## src/rtl/mips_pkg.sv

```systemverilog
// Shared constants for the multicycle MIPS core: architectural register indices,
// the stack-pointer reset base and the destination-register (EntEnd) select codes.
package mips_pkg;

  localparam logic [4:0]  REG_ZERO         = 5'd0;
  localparam logic [4:0]  REG_SP           = 5'd29;
  localparam logic [4:0]  REG_RA           = 5'd31;
  localparam logic [31:0] SP_RESET_DEFAULT = 32'd227;

  typedef enum logic [1:0] {
    ENT_END_RT = 2'b00,
    ENT_END_RD = 2'b01,
    ENT_END_RA = 2'b10,
    ENT_END_SP = 2'b11
  } ent_end_sel_e;

endpackage : mips_pkg

```

## src/rtl/reg_read_port.sv

```systemverilog
// One asynchronous read port of the register file: index decode, optional
// same-cycle write forwarding, and the hardwired-zero mux for index 0.
module reg_read_port
  import mips_pkg::*;
#(
  parameter int DATA_W = 32,
  parameter int ADDR_W = 5,
  parameter int BYPASS = 0
) (
  input  logic              reset_i,
  input  logic              wr_en_i,
  input  logic [ADDR_W-1:0] wr_addr_i,
  input  logic [DATA_W-1:0] wr_data_i,
  input  logic [ADDR_W-1:0] rd_addr_i,
  input  logic [DATA_W-1:0] regs_i [1:(2**ADDR_W)-1],
  output logic [DATA_W-1:0] rd_data_o
);

  logic fwd_hit_s;

  // Forward only a write that will really land this edge (not suppressed by reset).
  always_comb begin
    fwd_hit_s = 1'b0;
    if (BYPASS != 0) begin
      fwd_hit_s = wr_en_i && !reset_i && (wr_addr_i == rd_addr_i);
    end else begin
      fwd_hit_s = 1'b0;
    end
  end

  // Output mux: zero register, forwarded data, or stored contents.
  always_comb begin
    rd_data_o = {DATA_W{1'b0}};
    if (rd_addr_i == {ADDR_W{1'b0}}) begin
      rd_data_o = {DATA_W{1'b0}};
    end else if (fwd_hit_s) begin
      rd_data_o = wr_data_i;
    end else begin
      rd_data_o = regs_i[rd_addr_i];
    end
  end

endmodule : reg_read_port

```

## src/rtl/reg_bank.sv

```systemverilog
// 32 x 32 general-purpose register file: two combinational read ports, one
// synchronous write port, $zero hardwired, $sp reset to the stack base.
module reg_bank
  import mips_pkg::*;
#(
  parameter int                DATA_W   = 32,
  parameter int                ADDR_W   = 5,
  parameter logic [DATA_W-1:0] SP_RESET = SP_RESET_DEFAULT,
  parameter int                BYPASS   = 0
) (
  input  logic              clk,
  input  logic              reset,
  input  logic              reg_write,
  input  logic [ADDR_W-1:0] read_reg1,
  input  logic [ADDR_W-1:0] read_reg2,
  input  logic [ADDR_W-1:0] write_reg,
  input  logic [DATA_W-1:0] write_data,
  output logic [DATA_W-1:0] read_data1,
  output logic [DATA_W-1:0] read_data2
);

  localparam int NREG = 2 ** ADDR_W;

  // Register 0 has no storage; the read ports mux it to zero.
  logic [DATA_W-1:0] regs_q [1:NREG-1];
  logic [DATA_W-1:0] regs_d [1:NREG-1];

  // Next-state: a single write per cycle, index 0 silently dropped.
  always_comb begin
    regs_d = regs_q;
    if (reg_write && (write_reg != {ADDR_W{1'b0}})) begin
      regs_d[write_reg] = write_data;
    end else begin
      regs_d = regs_q;
    end
  end

  // Storage update; reset wins over a concurrent write.
  always_ff @(posedge clk) begin
    if (reset) begin
      for (int i = 1; i < NREG; i++) begin
        regs_q[i] <= (i == int'(REG_SP)) ? SP_RESET : {DATA_W{1'b0}};
      end
    end else begin
      regs_q <= regs_d;
    end
  end

  reg_read_port #(
    .DATA_W (DATA_W),
    .ADDR_W (ADDR_W),
    .BYPASS (BYPASS)
  ) u_rd_port1 (
    .reset_i   (reset),
    .wr_en_i   (reg_write),
    .wr_addr_i (write_reg),
    .wr_data_i (write_data),
    .rd_addr_i (read_reg1),
    .regs_i    (regs_q),
    .rd_data_o (read_data1)
  );

  reg_read_port #(
    .DATA_W (DATA_W),
    .ADDR_W (ADDR_W),
    .BYPASS (BYPASS)
  ) u_rd_port2 (
    .reset_i   (reset),
    .wr_en_i   (reg_write),
    .wr_addr_i (write_reg),
    .wr_data_i (write_data),
    .rd_addr_i (read_reg2),
    .regs_i    (regs_q),
    .rd_data_o (read_data2)
  );

endmodule : reg_bank

```

## config.mk

```make
export PLATFORM = sky130hd
export DESIGN_NAME = reg_bank
export DESIGN_NICKNAME = d
export VERILOG_FILES = /design/src/rtl/mips_pkg.sv /design/src/rtl/reg_read_port.sv /design/src/rtl/reg_bank.sv
export SDC_FILE = /design/constraint.sdc
export NUM_CORES = 2
export LEC_CHECK = 0
export ABC_CLOCK_PERIOD_IN_PS = 1800
export CAP_MARGIN = 20
export CORE_ASPECT_RATIO = 0.5
export CORE_MARGIN = 2
export CORE_UTILIZATION = 40
export CTS_CLUSTER_DIAMETER = 80
export DETAILED_ROUTE_END_ITERATION = 8
export PLACE_DENSITY = 0.59
export SLEW_MARGIN = 25
export SYNTH_ARGS = -nofsm -noshare
export SYNTH_HDL_FRONTEND = slang
export SYNTH_SLANG_ARGS = --single-unit
```

## constraint.sdc

```tcl
create_clock -name clk -period 1.8 [get_ports clk]
set_input_delay 0.18 -clock clk [delete_from_list [all_inputs] [get_ports clk]]
set_output_delay 0.18 -clock clk [all_outputs]
set_load 0.01 [all_outputs]
```

-- Word-level counts from Yosys, hierarchy flattened
Index checks and enable logic that the tools add are counted.
- register bits after elaboration: 992
- bits of input ports: 50
- output and inout port bits: 64
- logic and storage cells: 54
- magnitude comparators: 4
- muxes and demuxes: 11
- bitwise logic cells: 3
- reduce and logical (&&, ||, !) cells: 5
- operator list (cell ; number):
    992-bit bitwise mux ; 1
    32-bit binary-select mux with 5-bit select ; 2
    32-bit 2-to-1 mux ; 7
    32-bit demux with 5-bit select ; 1
    6-bit >= comparator, second input constant ; 3
    5-bit inverter with 6-bit output ; 3
    5-bit zero test ; 2
    6-bit by 1-bit less-than comparator with 1-bit output, second input constant ; 1
    5-bit nonzero test ; 1
    1-bit logical AND ; 2

-- Depth between registers and ports, before layout
- depth after elaboration: 6
- depth in mapped cells: 8
- gate-level depth less buffers: 4

-- By module
A second synthesis with hierarchy kept.
- cell total of the unflattened synthesis: 5229
- area, all modules: 54850.1 um2
- modules (own cells, without submodules) (module ; times used ; cells an instance ; area an instance (um2) ; seq. area each (um2)):
    reg_bank ; 1 ; 3367 ; 38019.0 ; 19859.0
    reg_read_port ; 2 ; 931 ; 8415.6 ; 0.0

-- Worst setup path before layout
No wires, ideal clock.
- kind: input -> output
- from: input read_reg1[0]
- to: output read_data1[10]
- arrival: 1631 ps
- required time: 1620 ps
- slack: -11 ps
- stages: 6
- path through: buf_2 > buf_2 > mux4_2 > mux2i_1 > nor2_1 > o31a_1
- cells in the longest elaborated chain, start to end: 5
- RTL lines (item ; RTL line ; source):
    start, declared ; reg_bank.sv:14 ; input logic [ADDR_W-1:0] read_reg1,
    5-bit inverter with 6-bit output (not written as such) ; reg_read_port.sv:39 ; rd_data_o = regs_i[rd_addr_i];
    32-bit binary-select mux with 5-bit select ; reg_read_port.sv:39 ;
    32-bit 2-to-1 mux (not written as such) (2 in a row) ; reg_read_port.sv:39 ;
    32-bit 2-to-1 mux (*) ; reg_read_port.sv:34 ; if (rd_addr_i == {ADDR_W{1'b0}}) begin
    end, declared ; reg_bank.sv:18 ; output logic [DATA_W-1:0] read_data1,
Every way passes the cells marked *; elsewhere a longest branch is shown, timed or not. The select of a mux whose other input is x is not followed.

-- Final worst setup path
- from: register regs_q[321] (netlist name)
- to: output read_data1[1]
- cells in the longest elaborated chain, start to end: 4
- RTL lines (item ; RTL line ; source):
    start, declared ; reg_bank.sv:25 ; logic [DATA_W-1:0] regs_q [1:NREG-1];
    start signal, assigned by index ; reg_bank.sv:42 ; regs_q[i] <= (i == int'(REG_SP)) ? SP_RESET : {DATA_W{1'b0}};
    start signal, assigned ; reg_bank.sv:45 ; regs_q <= regs_d;
    32-bit binary-select mux with 5-bit select ; reg_read_port.sv:39 ;
    32-bit 2-to-1 mux (not written as such) (2 in a row) ; reg_read_port.sv:39 ;
    32-bit 2-to-1 mux ; reg_read_port.sv:34 ;
Every way passes these cells. The select of a mux whose other input is x is not followed.

==> reports/qor.txt <==
Status -> finished, violations left
Failing checks -> negative setup slack
Final WS setup -> -0.935 ns
Clk_skew -> 0 ns
Antenna violations before repair -> 5
Leading area contributor after synthesis -> dfxtp_1
Final net count -> 6193
Total routing usage reported by global routing -> 30.9%
Hold depth -> 4
Hold_sp -> write_data[22]
R2R cell count -> 3
CTS Sinks -> 992
Peak VDD IR -> 0.637 mV
Int Pwr -> 37.1 mW
Worst path buffer plus inverter count -> 2
Worst slack, placed -> -1.17 ns
Yosys top cell area share -> 39.4%
Warnings from Yosys -> 0
Mapped Nets -> 5877
DR vias -> 48400
Sequential power share -> 44.4%
Worst-skew pair later-pin latency -> 0.71 ns
Synthesized instance count -> 5827
Residual DRC count -> 0
Post-synth ARST share -> 0%
Initial DRC count -> 6898
Wirelength per Cell -> 26.1 µm
Starting density of the core -> 40.2%
DIE AREA -> 129000 µm²
NetSw -> 12.9 mW
Rel. slew slack -> 54.8%
Max-Cap Viols -> 0
Period minus WS final -> 2.74 ns
Area occupied by multi-input gates -> 29200 µm²
Largest net degree at the start of global routing -> 110
Synth Flop Type -> dfxtp_1
Slew @ Worst Pin -> 0.676 ns
Largest Register -> regs_q
Max Root-Sink Buffers -> 3
IO Count -> 114
Core Box Area -> 126000 µm²
Crit path DAT -> 2.56 ns
Rows -> 92
CP Cell Sequence -> mux4_2 -> mux2i_1 -> buf_4 -> o211ai_1 -> o31a_1 -> buf_2
Share of cells above drive strength 1 -> 27.7%
Synth top area cells -> dfxtp_1 39%, mux4_2 17%, nand2_1 15%, a21oi_1 10%, mux2i_1 3.8%
Critical-path maximum fanout -> 3
Largest regs -> regs_q: 992 flops
Post-route ant nets -> 0
Netlist cell types -> 34
Hold crit path type -> primary input to register
Dpl cells -> 7733
Drt via density -> 6.11
RR Endpoint -> regs_q[354]
Final setup viols -> 64
Sw frac -> 25.9%
Max-slew violations -> 0
Hold Fails Final Rpt -> 0
Worst Setup Path Type -> register to output pin
CTS buffer count -> 101
Hold path endpoint -> regs_q[214]
CP Launch Type -> register
RSZ-0062 raised after global routing -> yes
# port buffers -> 113
Yosys reg bits -> 992
Post-synthesis sequential area ratio -> 39.4%
FF/Latch Area -> 20000 µm²
Leak -> 22.1 nW
Syn avg cell area -> 8.66 µm²
Clk slew on worst S/H paths -> 0.06 ns
Vias in the first global route -> 46700
R2R Path Start -> regs_q[354]
Number of synthesized flops with an enable pin -> 0
Cell family with most CP delay -> compound AO/OA/AOI/OAI gates
Max FFs per register -> 992
Die height -> 255 µm
Worst setup EP type -> output pin
Worst Path Required -> 1.62 ns
Die Wd -> 506 µm
Achievable frequency -> 366 MHz
HPWL Detailed -> 135 mm
Synthesis-to-finish area growth -> 26.4%
WL final -> 206 mm
CTS tree -> built
Grt total ovfl -> 0
Clock network fraction of total power -> 45.0%
H-tree Lvls -> 3
Min Hold Slack -> 0.259 ns
Setup slack of the most critical reg-to-reg path -> 1.02 ns
Placer Congestion -> 0.973
Fin crit share -> 152%
Synth Cell Area -> 50400 µm²
Combinational Power Share -> 10.5%
First-pass GRT wire length -> 300 mm
Drt first pass iters -> 8
PwrDens -> 785 nW/µm²
Fill cell count -> 11100
Critical path startpoint -> regs_q[321]
CP peak stage delay -> 0.51 ns
Root Buffer -> clkbuf_16
Layout Cells excl Fill -> 7916
CP max-delay cell -> o211ai_1
==> worst register-to-register path, cell delays in order, from the launching register on <==
cell and delay, ns:
dfxtp_2 0.34, buf_4 0.10, nand2_1 0.06, a21oi_1 0.19
==> worst max-delay path by stage <==
stage                    end  slack, ns  cells after the start
6_report       read_data1[1]      -0.94                      6
5_1_grt        read_data1[2]      -0.97                      5
4_1_cts        read_data1[1]      -0.93                      6
3_5_place_dp   read_data2[4]      -1.17                      9
3_3_place_gp   read_data2[4]      -1.23                      9
2_1_floorplan  read_data2[0]       0.01                      7
==> metrics by stage <==
stage          utilization, %  total power, mW  cell area [µm²]  TNS, ns
6_report                 50.8             50.0            63800   -49.15
5_1_grt                  50.8             51.1            63800   -52.25
4_1_cts                  50.5             49.9            63400   -49.40
3_5_place_dp             47.3             27.8            59400  -343.59
3_3_place_gp             47.3             27.7            59400  -308.62
2_1_floorplan               -             25.2            50500        0
==> layout make-up <==
cell class / count / area share, %
timing repair buffer: 820 / 14.0
tap: 1692 / 3.32
clock buffer: 140 / 4.52
inverter: 2 / 0.0118
clock inverter: 42 / 0.918
multi-input combinational: 4226 / 45.8
sequential: 992 / 31.4
antenna: 2 / 0.00785
==> placed cells by master (no fill, tap or decap), drive strengths merged, types with 5 or more instances in the layout <==
cell and instances:
a211oi 32, dfxtp 992, nand2 2017, o31ai 32, clkinv 25, clkbuf 141
mux4 384, a21oi 1019, a22oi 64, o22ai 32, and3b 5, inv 5
mux2 96, nand3b 10, nor2b 6, nor2 61, bufinv 12, o211ai 32
mux2i 192, buf 780, and2 37, a2bb2oi 32, o31a 32, nor3b 5
a22o 96, clkdlybuf4s50 38, o21ai 32
==> cells by family (layout without fill, tap and decap cells) <==
family	Yosys count	after routing	synth area share (%)
mux	672	672	23.1
buf+inv	609	1004	5.11
simple gates	2151	2151	16.4
other cells	0	2	0
compound gates	1403	1403	16.0
flops	992	992	39.4
==> synthesized netlist by cell type, types with 6 or more instances <==
cell type / number
buf_6: 10
dfxtp_1: 992
a2bb2oi_1: 32
mux4_2: 384
nand3b_1: 10
mux2i_1: 192
a21oi_1: 1019
nand2_1: 2017
nor2b_1: 6
buf_4: 16
buf_1: 11
mux2_2: 96
clkbuf_1: 446
and2_1: 35
nor2_1: 61
buf_2: 124
a211oi_1: 32
o211ai_1: 32
o31ai_1: 32
a22o_1: 96
o22ai_1: 32
o21ai_1: 32
o31a_1: 32
a22oi_1: 64
==> metal layers <==
metal	track usage (%)	up-vias	wire length, µm
met5	0	-	27
met4	11.5	6	6830
met3	8.61	524	26500
met2	47.3	3118	90700
met1	41.6	23700	82400
li1	-	21000	-
==> repair_timing <==
action	4_1_cts	5_1_grt
hold buffers	1	0
endpoints found under the setup margin	64	64
cloned	0	0
pin swaps	96	44
gates resized for setup	492	110
buffers inserted	4	2
hold endpoints to repair	42	0
==> power groups by stage <==
stage | Clock (mW) | Sequential, mW | Combinational (mW)
finish | 22.5 | 22.2 | 5.27
global route | 23.5 | 22.2 | 5.40
global placement | 0 | 22.7 | 5.00
detailed placement | 0 | 22.7 | 5.04
floorplan | 0 | 22.7 | 2.49
CTS | 22.6 | 22.2 | 5.10
Note: power is estimated with default switching activity, not from simulation.
